--- src/rtl/phase_driver_if.sv ---
// Handshake bundle for one motor phase: duty/tri-state request in, gate enables out.
interface phase_driver_if #(
  parameter int W = 8
);
  logic [W-1:0] duty_cycle;
  logic         high_z;
  logic         pwm_high;
  logic         pwm_low;

  modport master (output duty_cycle, high_z, input  pwm_high, pwm_low);
  modport slave  (input  duty_cycle, high_z, output pwm_high, pwm_low);
endinterface

--- src/rtl/phase_driver.sv ---
// Half-bridge PWM driver: complementary high/low gate enables with dead time
// around each transition and a both-off override.
module phase_driver #(
  parameter int DUTY_CYCLE_WIDTH = 8,
  parameter int DEAD_TIME        = 2
) (
  input  logic          clock,
  input  logic          reset,
  phase_driver_if.slave pif
);
  localparam int W = DUTY_CYCLE_WIDTH;
  localparam logic [W-1:0] DT     = W'(DEAD_TIME);
  localparam logic [W-1:0] CNT_MAX = {W{1'b1}};

  logic [W-1:0] cnt;
  logic [W-1:0] d;
  logic [W:0]   lo_start;
  logic         hi_nxt, lo_nxt;

  // Low start is kept at W+1 bits so a late edge pushes it past the period.
  assign lo_start = {1'b0, d} + {1'b0, DT};

  always_comb begin
    hi_nxt = 1'b0;
    lo_nxt = 1'b0;
    if (!pif.high_z) begin
      if (d == '0) begin
        lo_nxt = 1'b1;
      end else begin
        hi_nxt = (cnt >= DT) && (cnt < d);
        lo_nxt = ({1'b0, cnt} >= lo_start);
      end
    end
  end

  always_ff @(posedge clock) begin
    if (reset) begin
      cnt          <= '0;
      d            <= '0;
      pif.pwm_high <= 1'b0;
      pif.pwm_low  <= 1'b0;
    end else begin
      cnt          <= cnt + 1'b1;
      if (cnt == CNT_MAX) d <= pif.duty_cycle;
      pif.pwm_high <= hi_nxt;
      pif.pwm_low  <= lo_nxt;
    end
  end
endmodule

--- src/flat_wrapper.sv ---
// flat-port wrapper written by rule: the top's interface ports become plain ports
module phase_driver_flat 
#(
  parameter int DUTY_CYCLE_WIDTH = 8,
  parameter int DEAD_TIME        = 2
)
  (clock, reset, pif_duty_cycle, pif_high_z, pif_pwm_high, pif_pwm_low);
  phase_driver_if #(.W((8))) pif_i ();
  input  logic clock;
  input  logic reset;
  input wire logic [$bits(pif_i.duty_cycle)-1:0] pif_duty_cycle;
  input wire logic [$bits(pif_i.high_z)-1:0] pif_high_z;
  output wire logic [$bits(pif_i.pwm_high)-1:0] pif_pwm_high;
  output wire logic [$bits(pif_i.pwm_low)-1:0] pif_pwm_low;
  assign pif_i.duty_cycle = pif_duty_cycle;
  assign pif_i.high_z = pif_high_z;
  assign pif_pwm_high = pif_i.pwm_high;
  assign pif_pwm_low = pif_i.pwm_low;
  phase_driver #(.DUTY_CYCLE_WIDTH(DUTY_CYCLE_WIDTH), .DEAD_TIME(DEAD_TIME)) u_core (.clock(clock), .reset(reset), .pif(pif_i));
endmodule
--- config.mk ---
export PLATFORM = sky130hd
export DESIGN_NAME = phase_driver_flat
export DESIGN_NICKNAME = d
export VERILOG_FILES = /design/src/rtl/phase_driver_if.sv /design/src/rtl/phase_driver.sv /design/src/flat_wrapper.sv
export SDC_FILE = /design/constraint.sdc
export NUM_CORES = 1
export LEC_CHECK = 0
export CORE_UTILIZATION = 49
export CTS_CLUSTER_DIAMETER = 150
export DETAILED_ROUTE_END_ITERATION = 6
export HOLD_SLACK_MARGIN = 0.12
export PLACE_DENSITY = 0.74
export SKIP_CTS_REPAIR_TIMING = 1
export SYNTH_ARGS = -nofsm -noshare
export SYNTH_HDL_FRONTEND = slang
export SYNTH_SLANG_ARGS = --single-unit
--- constraint.sdc ---
create_clock -name clock -period 1.6 [get_ports clock]
set_input_delay 0.24 -clock clock [delete_from_list [all_inputs] [get_ports clock]]
set_output_delay 0.24 -clock clock [all_outputs]
set_load 0.03 [all_outputs]
==> run metrics, run 1 <==
DRT antenna net count 0; HP Class reg2reg; share of layout cells above drive strength 1 19.9%; Clock Latency Late Sink 0.31 ns; initial antenna violation count 0; number of global-route vias before repair 846; Yosys reg bits 18; P&R area growth vs syn 26.2%; post-synth top area share 31.0%; first-pass GRT wire length 3790 um; Leak 0.578 nW; DRC 0; DPL Wire Length 1860 um; Mapped Cells 124; largest net degree at the start of global routing 17; vias per cell 5.36; peak supply drop 0.523 mV; Setup Skew 0.0173 ns; Initial DRC Count 26; routability cong. 0.817; RSZ-0062 raised after global routing true; synthesized net count 153; Final Core Density 65.8%; placed cell area 1390 um2; Tcrit/Tclk final 104%; Post-Syn Area per Cell 9.38 um2; Setup Crit Path Kind reg2reg; CP arrival 1.87 ns; core box area 2230 um2; Top FF cell, synth dfxtp_1; antenna cells 0; max-cap check violation count 0; ys async rst share 0%; Critical Path End Type flip-flop; final worst path period need 1.66 ns; Root Buffer clkbuf_4; Die ar. 2570 um2; IO Count 13; Clock Path Buffers 2; Least-Margin Pin Slew 0.374 ns; crit path max fanout 4; H-Tree Depth 1; FP Rows 17; Pre-antenna DRT Iters 4; total number of vias 959; Worst Path Required 1.81 ns; number of I/O port buffers 12; largest cells by area after synthesis dfxtp_1 31%, ha_1 19%, mux2i_1 6.9%; max-slew violation count 0; final worst setup slack -0.0622 ns; Max Fclk 602 MHz; CTS tree built; # fillers 192; TritonCTS buffer count 3; endpoints failing hold 0; sequential-to-total area share from yosys stat 31.0%; fin nets 181; synth unique cells 28; number of synthesized flops with an enable pin 0; Critical Path Start Type flip-flop; Die Wd 50.7 um; GRT Util Overall 20.6%; Ys Warns 0; global route total overflow 0; drt wl/cell 13.9 um; post-synth top area cell dfxtp_1; commonest cells in the netlist 18 x dfxtp_1, 18 x ha_1, 18 x nor2_1; Die Span Y 50.7 um; slew margin rel. 74.8%; drt total wl 2490 um; clock sink count 18; endpoints failing setup 1; failing checks setup timing; initial core utilization 52.1%; Mapped Area 1160 um2; status finished, violations left; post-route cell area 1470 um2; PwrDens 554 nW/um2; clock slew at reported path FFs 0.11 ns
per-stage QoR:
step,cells,setup slack [ns],hold slack (ns),power (W),setup TNS (ns)
CTS,178,-0.0715,0.474,0.000812,-0.129
detailed placement,174,-0.0540,0.451,0.000573,-0.0732
global route,179,-0.117,0.492,0.000846,-0.139
global placement,174,-0.0127,0.443,0.000571,-0.0127
floorplan,124,0.0210,0.386,0.000530,0
finish,179,-0.0622,0.468,0.000814,-0.0622
path summary, 6_finish.rpt:
kind	cells after the start	slack, ns	endpoint	start
setup / recovery	8	-0.06	u_core.pif.pwm_low	u_core.d[2]
hold / removal	1	0.47	u_core.cnt[0]	u_core.cnt[0]
setup reg to reg	8	-0.06	u_core.pif.pwm_low	u_core.d[2]
hold reg to reg	1	0.47	u_core.cnt[0]	u_core.cnt[0]
worst max-delay path, stage by stage, from the launching register on:
cell and delay (ns):
dfxtp_4 0.40, ha_4 0.14, and3_4 0.20, nand3_2 0.06, xnor2_1 0.14, ha_1 0.31, a21oi_1 0.14, nand2_1 0.06
o2bb2ai_1 0.11
final cells by class:
cell class              count  area (um2)  area share [%]
multi-input cells          94         777            52.9
flip-flops and latches     18         372            25.3
repair buffers             26         225            15.3
well taps                  28        35.0            2.39
inverters                   9        33.8            2.30
clock buffers               4        26.3            1.79
flip-flops by register name, summed over array words and instances, names as in the netlist:
name,cells
u_core.cnt,8
u_core.d,8
u_core.pif.pwm_high,1
u_core.pif.pwm_low,1
report_power, final:
part           switching [W]  internal, W
registers         0.00000940     0.000453
clock network       0.000147    0.0000973
logic              0.0000468    0.0000605
total               0.000203     0.000611
cell usage in the layout, fill, tap and decap left out:
| master | Yosys | layout |
|---|---|---|
| a2111oi_4 | 0 | 1 |
| a211oi_1 | 1 | 1 |
| a21o_1 | 2 | 2 |
| a21oi_1 | 1 | 1 |
| a221oi_2 | 0 | 1 |
| a41oi_2 | 0 | 1 |
| and3_1 | 4 | 3 |
| and3_4 | 2 | 3 |
| buf_4 | 0 | 14 |
| clkbuf_1 | 0 | 1 |
| clkbuf_4 | 0 | 3 |
| clkdlybuf4s50_1 | 0 | 12 |
| dfxtp_1 | 18 | 13 |
| dfxtp_2 | 0 | 3 |
| dfxtp_4 | 0 | 2 |
| ha_1 | 18 | 17 |
| ha_4 | 0 | 1 |
| inv_1 | 9 | 9 |
| mux2i_1 | 8 | 8 |
| nand2_1 | 4 | 4 |
| nand2b_1 | 1 | 1 |
| nand3_1 | 8 | 7 |
| nand3_2 | 0 | 1 |
| nand4_1 | 2 | 2 |
| nor2_1 | 18 | 18 |
| nor2b_1 | 2 | 2 |
| nor4_1 | 4 | 4 |
| o211ai_1 | 1 | 1 |
| o21ai_0 | 1 | 1 |
| o21bai_1 | 1 | 1 |
| o2bb2ai_1 | 1 | 1 |
| o41a_1 | 1 | 1 |
| xnor2_1 | 7 | 7 |
| xor2_1 | 4 | 4 |
cells by family (layout without fill, tap and decap cells):
family | after synthesis | after routing | synth area share, %
buffers and inverters | 12 | 39 | 6.99
muxes | 8 | 8 | 6.88
adders and majority gates | 18 | 18 | 19.4
xor gates and xnor gates | 11 | 11 | 8.28
DFF | 18 | 18 | 31.0
and+or+nand+nor | 45 | 45 | 19.5
AOI/OAI and AO/OA | 12 | 12 | 8.06
metal layers:
metal / track usage (%) / up-vias / wire (um) / part of all wire (%)
met4: 11.1 / 0 / 44 / 1.8
met2: 29.8 / 10 / 1160 / 47
met5: 0 / - / 0 / 0
met1: 28.6 / 454 / 1240 / 50
met3: 3.64 / 5 / 38 / 1.5
li1: - / 490 / - / -
(Power assumes the default switching activity.)
==> inputs of run 2 (changes only) <==
Settings changed: ABC_CLOCK_PERIOD_IN_PS set to 1600, CORE_MARGIN set to 2, GPL_TIMING_DRIVEN set to 0.
==> run metrics, run 2 (synthesis results as in run 1) <==
Setup Skew 0.0136 ns (-0.00374 ns); peak supply drop 0.625 mV (+19%); Clock Path Buffers 2 (unchanged); RSZ-0062 raised after global routing true; first-pass GRT wire length 3910 um (+3.3%); Int Pwr 0.000654 W (+7.0%); # fillers 195 (+1.6%); HP Class in2reg; crit path cell chain ha_4 -> and3_4 -> nand3_4 -> xnor2_2 -> ha_1 -> a21oi_2 -> nand2_1 -> o2bb2ai_2; clock slew at reported path FFs 0.12 ns (about the same); worst path bufs/invs 0 (unchanged); most common cell after layout, fill and taps aside nor2_1; Root Buffer clkbuf_4; number of I/O port buffers 11 (-1); CP arrival 1.98 ns (+0.11 ns); TritonCTS buffer count 3 (unchanged); clock sink count 18 (unchanged); routability cong. 0.789 (-3.3%); endpoints failing setup 1 (unchanged); commonest cells after routing, fill and taps aside 18 x nor2_1, 16 x ha_1, 11 x clkdlybuf4s50_1, 11 x dfxtp_1, 9 x inv_1; Tcrit/Tclk final 111% (+7.5 points); sequential share of power 53.3% (-3.5 points); largest stage delay on the critical path 0.41 ns (about the same); Setup Crit Path Kind reg2reg; area of the multi-input gates 795 um2 (+2.3%); Pre-antenna DRT Iters 4 (unchanged); CTS tree built; DPL Wire Length 1800 um (-3.0%); share of layout cells above drive strength 1 18.6% (-1.3 points); fin nets 170 (-6.1%); initial core utilization 52.1% (unchanged); Clock Latency Late Sink 0.31 ns (about the same); status finished, violations left; antenna cells 0 (unchanged); Sw Pwr 0.000222 W (+9.3%); total number of vias 940 (-2.0%); Die Wd 52.7 um (+3.9%); vias per cell 5.60 (+4.4%); Max Fclk 561 MHz (-6.7%); Leak 0.538 nW (-6.8%); max-cap check violation count 0 (unchanged); final worst path period need 1.78 ns (+0.120 ns); drt total wl 2560 um (+3.0%); Critical Path Start Type flip-flop; failing checks setup timing; DRT antenna net count 0 (unchanged); Initial DRC Count 15 (-42%); endpoints failing hold 0 (unchanged); post-route setup TNS -0.182 ns (-0.120 ns); GRT Util Overall 19.8% (-0.81 points); Sw Share 25.3% (+0.40 points); core box area 2230 um2 (unchanged); Die ar. 2780 um2 (+8.0%); slew margin rel. 77.1% (+2.3 points); largest net degree at the start of global routing 11 (-6); FF/Latch Area 374 um2 (+0.67%); FP Rows 17 (unchanged); global route total overflow 0 (unchanged); number of global-route vias before repair 821 (-3.0%); Least-Margin Pin Slew 0.343 ns (-0.0305 ns); Worst Path Required 1.79 ns (-0.02 ns); H-Tree Depth 1 (unchanged); Clock Power Share 34.4% (+4.4 points); Logic pwr share 12.3% (-0.9 points); initial antenna violation count 0 (unchanged); max-slew violation count 0 (unchanged); Top Registers u_core.cnt x8, u_core.d x8; Critical Path End Type flip-flop; drt wl/cell 15.2 um (+9.7%); PwrDens 608 nW/um2 (+9.8%); final worst setup slack -0.182 ns (-0.120 ns); CP top delay family adder cells; crit path max fanout 6 (+2); Die Span Y 52.7 um (+3.9%); post-place setup slack -0.179 ns (-0.125 ns); DRC 0 (unchanged); P&R area growth vs syn 23.7%; IO Count 13 (unchanged); slowest CP cell dfxtp_4
==> run 2: area by class of cell <==
cell class / count / share of cell area [%]
inverters: 9 / 2.35
well taps: 28 / 2.43
clock buffers: 4 / 2.52
flip-flops and latches: 18 / 26.0
plain buffers: 3 / 3.30
repair buffers: 12 / 8.17
multi-input cells: 94 / 55.2
==> run 2: path summary, 6_finish.rpt <==
kind / slack, ns / depth (start not counted) / from / endpoint
setup reg to reg: -0.18 / 8 / u_core.d[2] / u_core.pif.pwm_low
setup / recovery: -0.18 / 8 / u_core.d[2] / u_core.pif.pwm_low
hold reg to reg: 0.47 / 1 / u_core.cnt[0] / u_core.cnt[0]
hold / removal: 0.14 / 2 / reset / u_core.d[0]
==> run 2: per-layer routing <==
| metal | wire length, um | GRT usage, % |
|---|---|---|
| met2 | 1290 | 32.7 |
| met5 | 0 | 0 |
| met4 | 46 | 8.97 |
| met3 | 78 | 2.57 |
| met1 | 1140 | 25.3 |
==> run 2: power by group through the flow <==
| stage | logic [W] | registers (W) | clock network [W] |
|---|---|---|---|
| finish | 0.000108 | 0.000467 | 0.000301 |
| CTS | 0.0000980 | 0.000466 | 0.000299 |
| detailed placement | 0.0000974 | 0.000476 | 0 |
| floorplan | 0.0000521 | 0.000478 | 0 |
| global route | 0.000118 | 0.000470 | 0.000313 |
| global placement | 0.0000933 | 0.000475 | 0 |
==> run 2: per-stage QoR <==
step | instance area (um2) | total power [W] | cells | hold WS (ns) | util [%]
global placement | 1330 | 0.000569 | 163 | 0.439 | 59.6
global route | 1440 | 0.000901 | 168 | 0.165 | 64.4
floorplan | 1190 | 0.000530 | 124 | 0.386 | -
detailed placement | 1330 | 0.000573 | 163 | 0.458 | 59.6
finish | 1440 | 0.000875 | 168 | 0.144 | 64.4
CTS | 1370 | 0.000863 | 167 | 0.144 | 61.2
==> inputs of run 3 (changes only) <==
Settings changed: SKIP_LAST_GASP set to 1.
==> results of run 3 <==
No change in the layout: final DEF, timing and power equal those of run 2.
